File: src/rtl/dds_nco_axis.sv
// dds_nco_axis: small NCO/DDS core with an AXI-Stream style config input.
// A phase accumulator drives a quarter-wave sine LUT through a 3-stage
// pipeline, producing one signed sample every clock.
// The LUT contents are computed at elaboration from the same formula that
// generates sin_qw.hex, so no external memory image is needed.
// Optional feature: define DDS_PHASE_OUT_EN to enable the m_axis_phase_* output.
// Without it, the phase registers are removed and the phase outputs are tied to 0.
module dds_nco_axis #(
  parameter int PHASE_W = 28,
  parameter int OUT_W   = 8,
  parameter int LUT_AW  = 6
) (
  input  logic                    clk,
  input  logic                    rst,
  input  logic                    s_axis_config_tvalid,
  output logic                    s_axis_config_tready,
  input  logic [31:0]             s_axis_config_tdata,
  output logic                    m_axis_data_tvalid,
  output logic signed [OUT_W-1:0] m_axis_data_tdata,
  output logic                    m_axis_phase_tvalid,
  output logic [31:0]             m_axis_phase_tdata
);

  localparam int LUT_N = 1 << LUT_AW;
  localparam int MAG_W = OUT_W - 1;
  localparam int LUT_W = LUT_N * MAG_W;

  // Fixed-point Taylor series in Q30. The accuracy is far finer than half an
  // output LSB, so rounding matches a double-precision sin().
  function automatic logic [LUT_W-1:0] build_lut();
    logic [LUT_W-1:0] bits;
    longint one_q, pi_q, amp, x, x2, term, sum, v;
    bits  = '0;
    one_q = 64'sd1 << 30;
    pi_q  = 64'sd3373259426;
    amp   = (64'sd1 << (OUT_W - 1)) - 64'sd1;
    for (int e = 0; e < LUT_N; e++) begin
      x    = (longint'(2 * e + 1) * pi_q) / longint'(4 * LUT_N);
      x2   = (x * x) / one_q;
      term = x;
      sum  = x;
      for (int k = 1; k <= 10; k++) begin
        term = -((term * x2) / one_q) / longint'((2 * k) * (2 * k + 1));
        sum  = sum + term;
      end
      v = (amp * sum + one_q / 2) / one_q;
      bits[e*MAG_W +: MAG_W] = MAG_W'(v);
    end
    return bits;
  endfunction

  localparam logic [LUT_W-1:0] LUT_BITS = build_lut();

  logic [PHASE_W-1:0]      acc;
  logic [PHASE_W-1:0]      pinc;
  logic                    ready;
  logic                    accept;
  logic                    resync;
  logic                    s1_valid;
  logic [1:0]              s1_q;
  logic [LUT_AW-1:0]       s1_i;
  logic [LUT_AW-1:0]       lut_idx;
  logic                    s2_valid;
  logic [MAG_W-1:0]        s2_mag;
  logic                    s2_neg;
  logic signed [OUT_W-1:0] mag_ext;
  logic                    data_valid;
  logic signed [OUT_W-1:0] data;
  logic [MAG_W-1:0]        lut_rom [LUT_N];
  logic                    unused_cfg;

  assign accept     = ready & s_axis_config_tvalid;
  assign resync     = s_axis_config_tdata[31];
  assign lut_idx    = s1_q[0] ? ~s1_i : s1_i;
  assign mag_ext    = {1'b0, s2_mag};
  assign unused_cfg = &{1'b0, s_axis_config_tdata};

  // Unpack the elaboration-time table into a ROM array.
  always_comb begin
    for (int e = 0; e < LUT_N; e++) begin
      lut_rom[e] = LUT_BITS[e*MAG_W +: MAG_W];
    end
  end

  // Config handshake and phase accumulator. A RESYNC word zeroes the
  // accumulator; a new increment takes effect on the following edge.
  always_ff @(posedge clk) begin
    if (!rst) begin
      ready <= 1'b0;
      pinc  <= '0;
      acc   <= '0;
    end else begin
      ready <= 1'b1;
      if (accept) begin
        pinc <= s_axis_config_tdata[PHASE_W-1:0];
      end
      if (accept && resync) begin
        acc <= '0;
      end else begin
        acc <= acc + pinc;
      end
    end
  end

  // Sine pipeline: quadrant split, mirrored LUT lookup, then sign application.
  always_ff @(posedge clk) begin
    if (!rst) begin
      s1_valid   <= 1'b0;
      s1_q       <= '0;
      s1_i       <= '0;
      s2_valid   <= 1'b0;
      s2_mag     <= '0;
      s2_neg     <= 1'b0;
      data_valid <= 1'b0;
      data       <= '0;
    end else begin
      s1_valid   <= 1'b1;
      s1_q       <= acc[PHASE_W-1 -: 2];
      s1_i       <= acc[PHASE_W-3 -: LUT_AW];
      s2_valid   <= s1_valid;
      s2_mag     <= lut_rom[lut_idx];
      s2_neg     <= s1_q[1];
      data_valid <= s2_valid;
      data       <= s2_valid ? (s2_neg ? -mag_ext : mag_ext) : '0;
    end
  end

  assign s_axis_config_tready = ready;
  assign m_axis_data_tvalid   = data_valid;
  assign m_axis_data_tdata    = data;

`ifdef DDS_PHASE_OUT_EN
  logic [PHASE_W-1:0] phase_d1;
  logic [PHASE_W-1:0] phase_d2;
  logic [PHASE_W-1:0] phase_out;

  // Phase delay line, kept aligned with the sine pipeline.
  always_ff @(posedge clk) begin
    if (!rst) begin
      phase_d1  <= '0;
      phase_d2  <= '0;
      phase_out <= '0;
    end else begin
      phase_d1  <= acc;
      phase_d2  <= phase_d1;
      phase_out <= phase_d2;
    end
  end

  assign m_axis_phase_tvalid = data_valid;
  assign m_axis_phase_tdata  = {{(32-PHASE_W){1'b0}}, phase_out};
`else
  assign m_axis_phase_tvalid = 1'b0;
  assign m_axis_phase_tdata  = '0;
`endif

endmodule

File: config.mk
export PLATFORM = sky130hd
export DESIGN_NAME = dds_nco_axis
export DESIGN_NICKNAME = d
export VERILOG_FILES = /design/src/rtl/dds_nco_axis.sv
export SDC_FILE = /design/constraint.sdc
export NUM_CORES = 1
export LEC_CHECK = 0
export ABC_AREA = 1
export BUFFER_PORTS_ARGS = -buffer_cell sky130_fd_sc_hd__buf_2
export CORE_UTILIZATION = 58
export CTS_CLUSTER_SIZE = 28
export DETAILED_ROUTE_END_ITERATION = 8
export PLACE_DENSITY = 0.8
export SLEW_MARGIN = 30
export SYNTH_ARGS = -nofsm -noshare
export SYNTH_HDL_FRONTEND = slang
export SYNTH_SLANG_ARGS = --single-unit
File: constraint.sdc
create_clock -name clk -period 2.91 [get_ports clk]
set_input_delay 0.291 -clock clk [delete_from_list [all_inputs] [get_ports clk]]
set_output_delay 0.291 -clock clk [all_outputs]
set_load 0.01 [all_outputs]
==> impl_results.md, run 1 <==
* Crit Path Max Fanout at 10
* DR vias at 5009
* Hpwl dp at 8.57 mm
* Setup crit end: s2_mag[2]$_SDFF_PN0_
* FF-to-FF Start: s1_q[0]$_SDFF_PN0_
* Kind of critical path: reg -> reg
* R2r setup slk at 0.87 ns
* Post-synth ARST share at 0
* Slew HR at 0.570
* Worst Setup SP: s1_q[0]$_SDFF_PN0_
* Clk root buf: clkbuf_8
* Pwr per Cell Area at 466 nW/um2
* Final critical-path setup slack at around 0.87 ns
* Per-cell routed wire length at 11.0 um
* Clock latency on the worst-skew pair at between 0.3 and 0.4 ns
* Worst path required time at 3.18 ns
* Final setup vio count at 0
* Worst-path clk slew at 0.09 ns
* Via density at approximately 5
* Post-CTS Resized at 0
* EDFF count, synth at 0
* DRT Wirelength at between 10 and 15 mm
* Yosys cell types at 48
* Post-synthesis compound-gate area fraction at 0.106
* Die width at 100 um
* Core Box Area at 9280 um2
* CTS Hold Bufs at 0
* Adder-Cell Fraction of Synth Area at 0.0863
* RSZ-0062 raised after global routing: no
* Gpl congestion at 0.911
* Reg2reg path depth at 8
* Slowest cell on crit path: xnor2_2
* Detailed Routing Iterations Pass 1 at 7
* Most Used Layer, Global Route: met2
* Met2 Usage GRT at 0.410
* Crit-path cells: buf_4, xnor2_2, inv_1, ha_1, o21ai_1, a21oi_1, o21ai_1, a21oi_2
* Startpoint Class: flop
* Initial core utilization at 0.603
* Site row count at 35
* Total track usage at 0.241
* Worst r2r dst: s2_mag[2]$_SDFF_PN0_
* Syn Inst Count at 847
* Stages on the worst setup path at 8
* Post-route ant nets at 0
* Hold Vio Cnt, Final at 0
* CP endpoint kind: flop
* Met1 Track Usage GR at 0.314
* Simple-gate area share of the yosys netlist at 0.325
* Most frequent cells in the layout: 222 x nand2_1, 130 x inv_1, 97 x nor2_1
* Global-route wire length before repair at 19.4 mm
* Most common cell after layout, fill and taps aside: nand2_1
* CP Buf/Inv Count at 2
* Num CTS Buffers at 9
* Ant. Diodes at 0
* Mapped Area at 5590 um2
* Die height at 100 um
* Reg power frac at 0.457
* Dpl ws at 0.885 ns
* #FFs+latches synth at 83
* Initial antenna violation count at 0
* Top FF cell, synth: dfxtp_1
* H-Tree Depth at 3
* Setup TNS at 0 ns
* Status: finished clean
* Largest net degree at the start of global routing at 30
* Arr. time, crit path at about 2.3 ns
* Tightest Pin Transition at ~0.64 ns
* Share of cells above drive strength 1 at 0.126
* Crit path top cell by count: o21ai_1
* Initial DRC Count at 236
* # Max-Cap Violations at 0
* Filler cell count at a little over 900
* Min Tclk post-route at 2.04 ns
* GR Overflow Total at 0
* Maximum root-to-sink buffer count at 2
* Mapped Avg Cell Area at 6.60 um2
* Min-delay worst type: in -> reg
* Sequential fraction of the synthesis area at 0.297
* Gate power share at 0.232
* Pins Over Slew Limit at 0
* Sw frac at 0.329
* Pint at 0.00187 W
* Leakage at 3.21 nW
* Port Buffers at 41
* CTS tree: done
* Peak VDD IR at 311 uV
* Largest family of logic cells by synthesized area: simple AND/OR/NAND/NOR gates
* DIE AREA at 10000 um2
* Placed Area at slightly below 6000 um2
* Clock power frac at 0.310
* Synth warn at 0
* Maximum clock frequency at approximately 0.49 GHz
* Mux contribution to synthesized area at 0
* Max incr delay on CP at 0.45 ns
* Switching pwr at 0.000918 W
* Vias in the first global route at 4422
* NumNets Final at 960
* CTS Sinks at 83
* IO Pins at 78
* Post-CTS Setup Inserts at 0
* Final instance area at 5980 um2
* Area growth syn-to-layout at 6.84%
* Util after Layout at 0.644
* Final worst path period share at 0.699
* Clk_skew at 0.0124 ns
* Synth Area in XOR/XNOR at 0.0268
* DRC Markers at 0
* Family with the most delay on the worst path: compound AO/OA/AOI/OAI gates
* GR met3 Demand/Resource at 0.0348
cell usage after synthesis (2+ instances only):
master / number / share of area
nand2_1: 222 / 0.15
nor3_1: 3 / 0.0027
nor3_2: 5 / 0.0089
buf_6: 2 / 0.0040
dfxtp_1: 83 / 0.30
xnor2_1: 2 / 0.0031
nor2_1: 97 / 0.065
o21ai_0: 36 / 0.032
xnor2_4: 2 / 0.0098
buf_4: 33 / 0.044
o21bai_1: 2 / 0.0027
o21ai_2: 3 / 0.0047
nand2_4: 4 / 0.0081
a21oi_1: 51 / 0.046
a21oi_2: 2 / 0.0031
nand3_2: 4 / 0.0072
inv_2: 6 / 0.0040
inv_1: 130 / 0.087
nand3_1: 38 / 0.034
a21o_1: 2 / 0.0027
buf_1: 2 / 0.0013
nand4_1: 12 / 0.013
nor2_2: 8 / 0.0089
ha_1: 37 / 0.083
nand2_2: 10 / 0.011
xor2_1: 7 / 0.011
a31oi_1: 3 / 0.0034
or2_1: 3 / 0.0034
o21ai_1: 7 / 0.0063
clkbuf_1: 10 / 0.0067
and2_1: 4 / 0.0045
worst min-delay path by stage:
stage                            startpoint                    end  depth (start not counted)
finish               s_axis_config_tdata[1]   pinc[1]$_SDFFE_PN0P_                          3
global route        s_axis_config_tdata[21]  pinc[21]$_SDFFE_PN0P_                          3
CTS                 s_axis_config_tdata[21]  pinc[21]$_SDFFE_PN0P_                          3
detailed placement       s1_q[1]$_SDFF_PN0_      s2_neg$_SDFF_PN0_                          2
global placement         s1_q[1]$_SDFF_PN0_      s2_neg$_SDFF_PN0_                          2
floorplan                               rst       s1_valid$_DFF_P_                          0
worst min-delay path: stages:
cell and delay [ns]:
buf_2 0.07, o21ai_0 0.07, nor2_1 0.07
sequential cells by signal (all words and copies together), names as in the netlist:
signal,flops
m_axis_data_tvalid,1
s1_valid,1
s1_q,2
acc,28
pinc,28
s1_i,6
m_axis_data_tdata,8
s2_neg,1
s2_mag,7
s2_valid,1
power groups by stage:
stage               logic [W]  clock network (W)  registers, W
floorplan            0.000553                  0       0.00129
global placement     0.000632                  0       0.00130
detailed placement   0.000641                  0       0.00130
CTS                  0.000646           0.000886       0.00127
global route         0.000747           0.000936       0.00129
finish               0.000648           0.000865       0.00127
stage by stage:
step | power [W] | hold slack [ns] | std cells
finish | 0.00279 | 0.161 | 1021
global route | 0.00297 | 0.174 | 1021
CTS | 0.00281 | 0.153 | 1021
detailed placement | 0.00194 | 0.398 | 1005
global placement | 0.00193 | 0.394 | 1005
floorplan | 0.00184 | 0.319 | 879
logic make-up after synthesis:
group | after synthesis
xor+xnor | 12
other cells | 1
simple gates | 415
flops | 83
compound gates | 110
buf+inv | 188
fa+ha+maj | 38
layer usage:
layer  vias up  share of wire
met5         -              0
met2       131           0.45
met3        16          0.053
li1       2652              -
met4         0          0.013
met1      2210           0.48
final cells by class:
cell class | count | area [um2] | area share
Multi-Input combinational cell | 608 | 3170 | 0.530
Sequential cell | 83 | 1660 | 0.278
Inverter | 138 | 528 | 0.0883
Timing Repair Buffer | 47 | 250 | 0.0419
Tap cell | 129 | 161 | 0.0270
Clock buffer | 9 | 124 | 0.0207
Clock inverter | 7 | 82.6 | 0.0138
No activity file was read; power rests on OpenSTA's default activity.
==> inputs of run 2 (changes only) <==
Clock period 2.91 ns to 2.1 ns, I/O delays scaled along.
==> run 2 against run 1 <==
Compared with the run above:
- first-iteration DRC count rose by 6.8%
- sequential share of layout area rose by 0.076 points
- critical endpoint is now acc[16]$_SDFF_PP0_
- hold slack got worse by 0.083 ns
- worst setup slack got worse by 0.67 ns
- via count fell by 0.44%
- final cell count barely moved
- highest routed layer unchanged
- sequential power rose by 39%
- largest cell class unchanged
==> impl_results.md, run 2 (synthesis results as in run 1) <==
* Status: finished clean
* Leakage at 3.19 nW
* Post-CTS Setup Inserts at 0
* Worst path required time at 2.36 ns
* Initial antenna violation count at 0
* Gpl congestion at approximately 0.95
* Detailed Routing Iterations Pass 1 at 5
* RSZ-0062 raised after global routing: no
* Num CTS Buffers at 9
* Dpl ws at 0.247 ns
* Placed insts at 1006
* Max incr delay on CP at 0.44 ns
* CTS Hold Bufs at 0
* Startpoint Class: flop
* Share of cells above drive strength 1 at 0.127
* Per-cell routed wire length at 11.1 um
* Min Tclk post-route at 1.90 ns
* Site row count at 35
* GR Overflow Total at 0
* Final std cells w/o fill at 1022
* DRC Markers at 0
* H-Tree Depth at 3
* Via density at 4.88
* Most frequent cells in the layout: 222 x nand2_1, 130 x inv_1, 97 x nor2_1
* Clk root buf: clkbuf_8
* Maximum clock frequency at approximately 0.53 GHz
* Final worst path period share at 0.905
* R2r setup slk at 0.20 ns
* Family with the most delay on the worst path: adder cells
* Most common cell after layout, fill and taps aside: nand2_1
* DIE AREA at 10000 um2
* Core Box Area at 9280 um2
* Clock power frac at 0.290
* Port Buffers at 41
* IO Pins at 78
* Util after Layout at 0.642
* Hold Vio Cnt, Final at 0
* Post-CTS Resized at 0
* Pins Over Slew Limit at 0
* Global-route wire length before repair at 19.4 mm
* DR vias at roughly 5000
* CTS tree: done
* Reg power frac at 0.470
* Setup TNS at 0 ns
* Final setup vio count at 0
* Clock latency on the worst-skew pair at 0.38 ns
* Pwr per Cell Area at roughly 630 nW/um2
* Sw frac at 0.344
* Clk_skew at 0.0156 ns
* CTS Sinks at 83
* DRT Wirelength at about 11 mm
* Post-route ant nets at 0
* Hpwl dp at 8.64 mm
* Area growth syn-to-layout at 6.55%
* Arr. time, crit path at 2.16 ns
* Slowest cell on crit path: fa_1
* Gate power share at 0.241
* Crit Path Max Fanout at 4
* NumNets Final at a little under 1000
* Peak VDD IR at 290 uV
* Total track usage at 0.241
* CP endpoint kind: flop
* Initial core utilization at 0.603
* Kind of critical path: reg -> reg
* Initial DRC Count at 252
* Final critical-path setup slack at 0.200 ns
* Worst-path clk slew at ~0.090 ns
* Ant. Diodes at 0
* CP Buf/Inv Count at 1
* Crit path top cell by count: nand2_1
* # Max-Cap Violations at 0
* Min-delay worst type: in -> reg
* Vias in the first global route at 4347
* Pint at 0.00247 W
* Largest net degree at the start of global routing at 29
* Crit-path cells: ha_1, fa_1, nand2_1, nand3_1, nand3_1, nand2_2, nand2_1, nand2_1, xor2_1, inv_1, nor2_2
* Switching pwr at around 0.0013 W
* Maximum root-to-sink buffer count at 2
* Die height at 100 um
* Die width at around 100 um
-- run 2: path summary, 6_finish.rpt --
path / to / start / depth (start not counted)
worst max-delay path: acc[16]$_SDFF_PP0_ / pinc[0]$_SDFFE_PN0P_ / 11
worst max register to register: acc[16]$_SDFF_PP0_ / pinc[0]$_SDFFE_PN0P_ / 11
worst min register to register: s2_neg$_SDFF_PN0_ / s1_q[1]$_SDFF_PN0_ / 2
worst min-delay path: pinc[21]$_SDFFE_PN0P_ / s_axis_config_tdata[21] / 3
-- run 2: power groups by stage --
stage / clock network (W) / registers [W] / logic [W]
final: 0.00109 / 0.00177 / 0.000906
after global routing: 0.00119 / 0.00179 / 0.00103
after CTS: 0.00112 / 0.00177 / 0.000901
after detailed placement: 0 / 0.00181 / 0.000895
after global placement: 0 / 0.00180 / 0.000876
after floorplan: 0 / 0.00179 / 0.000766
-- run 2: metal layers --
metal,up-vias,track usage,wire length (um)
met5,-,0,0
met4,0,0.0758,186
met3,19,0.0369,567
met2,135,0.403,5110
met1,2182,0.320,5480
li1,2651,-,-
-- run 2: worst reg2reg max path: cells and delay by family (launching register included) --
kind,cells,cell delay [ns]
adders and majority gates,2,0.67
xor gates and xnor gates,1,0.14
and+or+nand+nor,7,0.57
buffers and inverters,1,0.07
DFF,1,0.32
-- run 2: per-stage QoR --
| stage | hold WS, ns | power, W | area (um2) |
|---|---|---|---|
| finish | 0.0774 | 0.00377 | 5960 |
| global route | 0.0772 | 0.00401 | 5960 |
| CTS | 0.0678 | 0.00379 | 5960 |
| detailed placement | 0.399 | 0.00270 | 5780 |
| global placement | 0.398 | 0.00268 | 5780 |
| floorplan | 0.238 | 0.00255 | 5710 |
-- run 2: cell type report --
type,count,area [um2]
Sequential cell,83,1660
Tap cell,129,161
Clock buffer,9,124
Clock inverter,7,58.8
Timing Repair Buffer,48,258
Fill cell,905,3320
Inverter,138,528
Multi-Input combinational cell,608,3170
